**config.mk**
```make
export PLATFORM = sky130hd
export DESIGN_NAME = pipeline_sequencer
export DESIGN_NICKNAME = d
export VERILOG_FILES = /design/src/rtl/pipeline_sequencer_pkg.sv /design/src/rtl/pipeline_sequencer_mem_wait_timer.sv /design/src/rtl/pipeline_sequencer.sv
export SDC_FILE = /design/constraint.sdc
export NUM_CORES = 1
export LEC_CHECK = 0
export ABC_AREA = 1
export BUFFER_PORTS_ARGS = -buffer_cell sky130_fd_sc_hd__buf_4
export CAP_MARGIN = 20
export CORE_AREA = 2 2 104 106
export CTS_BUF_LIST = sky130_fd_sc_hd__clkbuf_4 sky130_fd_sc_hd__clkbuf_8
export DETAILED_ROUTE_END_ITERATION = 10
export DIE_AREA = 0 0 106 108
export PLACE_DENSITY = 0.7
export SYNTH_ARGS = -nofsm -noshare
export SYNTH_HDL_FRONTEND = slang
export SYNTH_SLANG_ARGS = --single-unit
```
**constraint.sdc**
```tcl
create_clock -name clk -period 2.4 [get_ports clk]
set_input_delay 0.36 -clock clk [delete_from_list [all_inputs] [get_ports clk]]
set_output_delay 0.36 -clock clk [all_outputs]
set_load 0.01 [all_outputs]
```
**src/rtl/pipeline_sequencer_pkg.sv**
```systemverilog
// Shared definitions for the scratchComputer pipeline sequencer:
// state encoding, strobe decode and default memory-wait timeout.
package pipeline_sequencer_pkg;

  localparam int unsigned SEQ_STATE_WIDTH     = 3;
  localparam int unsigned DEFAULT_MEM_TIMEOUT = 255;
  localparam int unsigned NUM_STROBES         = 7;

  typedef enum logic [SEQ_STATE_WIDTH-1:0] {
    ST_HALTED  = 3'd0,
    ST_FREQ    = 3'd1,
    ST_FRECV   = 3'd2,
    ST_DECODE  = 3'd3,
    ST_SETUP   = 3'd4,
    ST_EXECUTE = 3'd5,
    ST_MEMRD   = 3'd6,
    ST_WB      = 3'd7
  } seq_state_e;

  // One-hot strobe vector, MSB first:
  // {fetch_Request, fetch_Receive, decode, setup, execute, memRead, writeback}
  function automatic logic [NUM_STROBES-1:0] state_strobes(input seq_state_e s);
    logic [NUM_STROBES-1:0] v;
    v = '0;
    case (s)
      ST_FREQ:    v = 7'b1000000;
      ST_FRECV:   v = 7'b0100000;
      ST_DECODE:  v = 7'b0010000;
      ST_SETUP:   v = 7'b0001000;
      ST_EXECUTE: v = 7'b0000100;
      ST_MEMRD:   v = 7'b0000010;
      ST_WB:      v = 7'b0000001;
      default:    v = '0;
    endcase
    return v;
  endfunction

endpackage

```
**src/rtl/pipeline_sequencer_mem_wait_timer.sv**
```systemverilog
// Clearable saturating wait counter; expired_o marks the last allowed
// wait cycle (the MEM_TIMEOUT-th cycle spent in the current state).
module mem_wait_timer
  import pipeline_sequencer_pkg::*;
#(
  parameter int unsigned MEM_TIMEOUT = DEFAULT_MEM_TIMEOUT
) (
  input  logic clk,
  input  logic reset,
  input  logic clear_i,
  output logic expired_o
);

  localparam int unsigned CW = (MEM_TIMEOUT < 2) ? 1 : $clog2(MEM_TIMEOUT + 1);
  localparam logic [CW-1:0] LIMIT = CW'(MEM_TIMEOUT - 1);

  logic [CW-1:0] count_q;

  // Count cycles held in the current state, restart on every state change.
  always_ff @(posedge clk or posedge reset) begin
    if (reset) begin
      count_q <= '0;
    end else if (clear_i) begin
      count_q <= '0;
    end else if (count_q != LIMIT) begin
      count_q <= count_q + 1'b1;
    end
  end

  assign expired_o = (count_q == LIMIT);

endmodule

```
**src/rtl/pipeline_sequencer.sv**
```systemverilog
// Multi-cycle control sequencer: one-hot stage strobes, memory wait
// handshakes with timeout, halt control, retire and stall counters.
module pipeline_sequencer
  import pipeline_sequencer_pkg::*;
#(
  parameter int unsigned DATA_WIDTH  = 32,
  parameter int unsigned MEM_TIMEOUT = DEFAULT_MEM_TIMEOUT
) (
  input  logic                  clk,
  input  logic                  reset,
  input  logic                  run_in,
  input  logic                  halt_in,
  input  logic                  instrGrant_in,
  input  logic                  instrValid_in,
  input  logic                  load_in,
  input  logic                  store_in,
  input  logic                  dataValid_in,
  output logic                  instrReq_out,
  output logic                  fetch_RequestState,
  output logic                  fetch_ReceiveState,
  output logic                  decodeState,
  output logic                  setupState,
  output logic                  executeState,
  output logic                  memReadState,
  output logic                  writebackState,
  output logic                  halted_out,
  output logic                  memFault_out,
  output logic [DATA_WIDTH-1:0] retiredCount_out,
  output logic [DATA_WIDTH-1:0] stallCount_out
);

  seq_state_e             state_q, state_d;
  logic [NUM_STROBES-1:0] strobes_q;
  logic                   halted_q;
  logic                   fault_q, fault_d;
  logic                   pend_q, pend_d;
  logic [DATA_WIDTH-1:0]  retired_q;
  logic [DATA_WIDTH-1:0]  stall_q;
  logic                   retire_inc;
  logic                   stall_inc;
  logic                   expired;

  mem_wait_timer #(.MEM_TIMEOUT(MEM_TIMEOUT)) u_timer (
    .clk       (clk),
    .reset     (reset),
    .clear_i   (state_d != state_q),
    .expired_o (expired)
  );

  // Next-state, fault, halt-request and counter-increment decisions.
  always_comb begin
    state_d    = state_q;
    fault_d    = fault_q;
    retire_inc = 1'b0;
    stall_inc  = 1'b0;
    case (state_q)
      ST_HALTED: begin
        if (run_in && !halt_in && !fault_q) state_d = ST_FREQ;
      end
      ST_FREQ: begin
        if (instrGrant_in) state_d = ST_FRECV;
        else begin
          stall_inc = 1'b1;
          if (expired) begin
            state_d = ST_HALTED;
            fault_d = 1'b1;
          end
        end
      end
      ST_FRECV: begin
        if (instrValid_in) state_d = ST_DECODE;
        else begin
          stall_inc = 1'b1;
          if (expired) begin
            state_d = ST_HALTED;
            fault_d = 1'b1;
          end
        end
      end
      ST_DECODE:  state_d = ST_SETUP;
      ST_SETUP:   state_d = ST_EXECUTE;
      ST_EXECUTE: state_d = (load_in || store_in) ? ST_MEMRD : ST_WB;
      ST_MEMRD: begin
        if (dataValid_in) state_d = ST_WB;
        else begin
          stall_inc = 1'b1;
          if (expired) begin
            state_d = ST_HALTED;
            fault_d = 1'b1;
          end
        end
      end
      ST_WB: begin
        retire_inc = 1'b1;
        state_d    = (halt_in || pend_q) ? ST_HALTED : ST_FREQ;
      end
      default: state_d = ST_HALTED;
    endcase
    // A halt raised mid-instruction is remembered until the WB exit.
    if (state_d == ST_HALTED) pend_d = 1'b0;
    else                      pend_d = pend_q || (halt_in && (state_q != ST_HALTED));
  end

  // State register with outputs registered from the next state.
  always_ff @(posedge clk or posedge reset) begin
    if (reset) begin
      state_q   <= ST_HALTED;
      strobes_q <= '0;
      halted_q  <= 1'b1;
      fault_q   <= 1'b0;
      pend_q    <= 1'b0;
      retired_q <= '0;
      stall_q   <= '0;
    end else begin
      state_q   <= state_d;
      strobes_q <= state_strobes(state_d);
      halted_q  <= (state_d == ST_HALTED);
      fault_q   <= fault_d;
      pend_q    <= pend_d;
      if (retire_inc) retired_q <= retired_q + 1'b1;
      if (stall_inc)  stall_q   <= stall_q + 1'b1;
    end
  end

  assign {fetch_RequestState, fetch_ReceiveState, decodeState, setupState,
          executeState, memReadState, writebackState} = strobes_q;
  assign instrReq_out     = strobes_q[6];
  assign halted_out       = halted_q;
  assign memFault_out     = fault_q;
  assign retiredCount_out = retired_q;
  assign stallCount_out   = stall_q;

endmodule
```
==> results.toml <==
[routing]
drc = 0
first_iter_violations = 297
wirelength_mm = 11.2
drtPass1Iterations = 4
vias = 4214
wl_per_cell_um = 13.0
ant_nets = 0
vias_per_cell = 4.92

[critical_path]
cp_slowest_cell = "dfrtp_1"
crit_top_cell = "nand2_1"
setup.worst_path.start_class = "register"
crit_arrival_ns = 2.26
rr_worst_depth = 9
worstPathCellList = "inv_1 -> nor2_1 -> nand3b_1 -> nand2_2 -> nand3_1 -> nor2_2 -> nand2_1 -> nand2_1 -> nand2_1"
rr_endpoint = "stallCount_out[22]"
worst_path_largest_cell_delay_ns = 0.46
rr_startpoint = "state_q[0]"
worst_ep_required_time_ns = 2.66
endpoint_kind = "register"
rrSetupSlack_ns = 0.39
path_class = "register to register"
cp_max_fo = 27

[floorplan]
dieHeight_um = 108
pin_count = 83
core_um2 = 10200
die_area_um2 = 11400
rows = 37
start_util_pct = 46.8
die_w_um = 106

[yosys]
yosys.area.top_type_share_pct = 43.9
synth_top_family_by_area = "simple AND/OR/NAND/NOR gates"
synth-main-ff-cell = "dfrtp_1"
ys_seq_area_share_pct = 44.5
syn_area_um2 = 4790
synthSimpleGateAreaFrac_pct = 35.5
synth_nets = 638
synth_warnings = 0
yosysUniqueCellTypes = 30
muxShareOfSynthArea_pct = 0
synth.area.top_cells = "dfrtp_1, nand2_1, inv_1"
synth_area_per_cell_um2 = 7.66
async_reset_ff_share_pct = 100
synth-seq-cells = 85
synth-compound-area-share_pct = 1.10
yosysMostFrequentCell = "nand2_1"
synth-xor-area-share_pct = 10.8
synth_edf_count = 0
syn_inst = 625
yosys.area.top_type = "dfrtp_1"
synthTopCellsByCount = "nand2_1, dfrtp_1, inv_1"
synthAdderAreaFrac_pct = 1.05

[global_route]
grtUsageTotal_pct = 20.8
grt_pass1_vias = 4115
grt_start_max_net_pins = 52
grt_pass1_wl_mm = 19.0
grt.overflow.total = 0
antenna_found_initial = 0

[clocking]
clockBufferDepth = 2
cts_sinks = 85
cts-htree-levels = 3
insertion_delay_ns = 0.36
clkTransAtPathRegs_ns = 0.09
cts.repair.resized = 0
post_cts_buffers = 0
cts_root_buf = "clkbuf_8"
cts_inserted_buffers = 9
cts_hold_buffers = 0
cts_tree = "yes"

[timing]
max_freq_mhz = 499
setup_viol = 0
fin_worst_skew_ns = 0.00920
fin_setup_tns_ns = 0
rsz0062_at_grt = "false"
finalCriticalPeriod_ns = 2.01
worstMarginPinSlew_ns = 0.509
min_period_over_period_pct = 83.6
drv_slew = 0
hold_viol_final = 0
max-slew-margin-rel_pct = 66.0
setup_ws_ns = 0.394

[finish]
nets = 728
diodes = 0
post-route-cell-area_um2 = 5780
area_growth_pct = 20.7
drive_gt1_share_pct = 18.1

[placed_design]
hpwl_mm = 8.62
globalplace.congestion = 0.941
placed_area_um2 = 5580
preCtsSetupSlack_ns = 0.404
portBuffers = 82

[status]
outcome = "finished, final reports clean"

[pwr]
max-vdd-ir-drop_v = 0.000448
p_per_area_nw_per_um2 = 734
leakage_nw = 2.96

[hold_path]
hp-class = "input port to async pin"

[run]
cap_violations = 0
[sequential cells by signal, summed over array words and instances, names as in the netlist]
| name | cells |
|---|---|
| halted_out | 1 |
| memFault_out | 1 |
| pend_q | 1 |
| retiredCount_out | 32 |
| stallCount_out | 32 |
| state_q | 3 |
| strobes_q | 7 |
| u_timer.count_q | 8 |
[cells in the final DEF, fill, tap and decap left out, types with 2 or more instances in the layout]
| cell type | n |
|---|---|
| nand3b_1 | 5 |
| buf_4 | 84 |
| nor3_1 | 28 |
| nor3_2 | 2 |
| nand4_1 | 18 |
| o21ai_0 | 8 |
| clkbuf_8 | 10 |
| nor2_1 | 77 |
| clkinv_2 | 2 |
| nand2_1 | 194 |
| inv_1 | 79 |
| nand3_1 | 31 |
| clkbuf_4 | 2 |
| clkinvlp_4 | 2 |
| dfrtp_1 | 84 |
| nand2_4 | 4 |
| nand2_2 | 6 |
| inv_2 | 2 |
| xor2_1 | 34 |
| xnor2_1 | 25 |
| nor2_4 | 3 |
| nor2_2 | 6 |
| ha_1 | 4 |
[per-layer routing]
metal | GRT usage [%] | routed length [µm]
met1 | 26.4 | 5020
met2 | 34.6 | 5310
met3 | 4.34 | 527
met4 | 8.83 | 306
met5 | 0 | 0
[worst max-delay path: cells and delay by family (launching register included)]
family | cells | cell delay [ns]
buf+inv | 1 | 0.12
flops | 1 | 0.46
simple gates | 8 | 1.32
[how the worst max path moves through the flow]
stage / start / to / slack, ns
2_1_floorplan: stallCount_out[0] / stallCount_out[16] / 0.73
3_3_place_gp: state_q[2] / stallCount_out[22] / 0.52
3_5_place_dp: state_q[0] / stallCount_out[22] / 0.40
4_1_cts: state_q[0] / stallCount_out[22] / 0.39
5_1_grt: state_q[2] / stallCount_out[22] / 0.18
6_report: state_q[0] / stallCount_out[22] / 0.39
[cell families after synthesis]
| logic type | after synthesis |
|---|---|
| flops | 85 |
| xor+xnor | 59 |
| simple gates | 379 |
| fa+ha+maj | 4 |
| compound gates | 10 |
| buf+inv | 88 |
[where the power goes]
group	internal (mW)	switching (mW)
Combinational	0.471	0.865
Sequential	1.62	0.240
Clock	0.530	0.518
[final cells by class]
| class | count | area, µm² |
|---|---|---|
| inverters | 82 | 312 |
| multi-input cells | 452 | 2320 |
| fillers | 975 | 4450 |
| clock buffers | 12 | 153 |
| well taps | 136 | 170 |
| flip-flops and latches | 85 | 2130 |
| repair buffers | 85 | 651 |
| clock inverters | 4 | 47.5 |
[metrics by stage]
stage	hold WS (ns)	cells	total power [mW]	utilization (%)
floorplan	0.512	625	2.74	-
global placement	0.393	840	3.17	54.5
detailed placement	0.406	840	3.23	54.5
CTS	0.00630	856	4.28	56.5
global route	0.0251	856	4.53	56.5
finish	0.000508	856	4.24	56.5
Note: power is estimated with default switching activity, not from simulation.
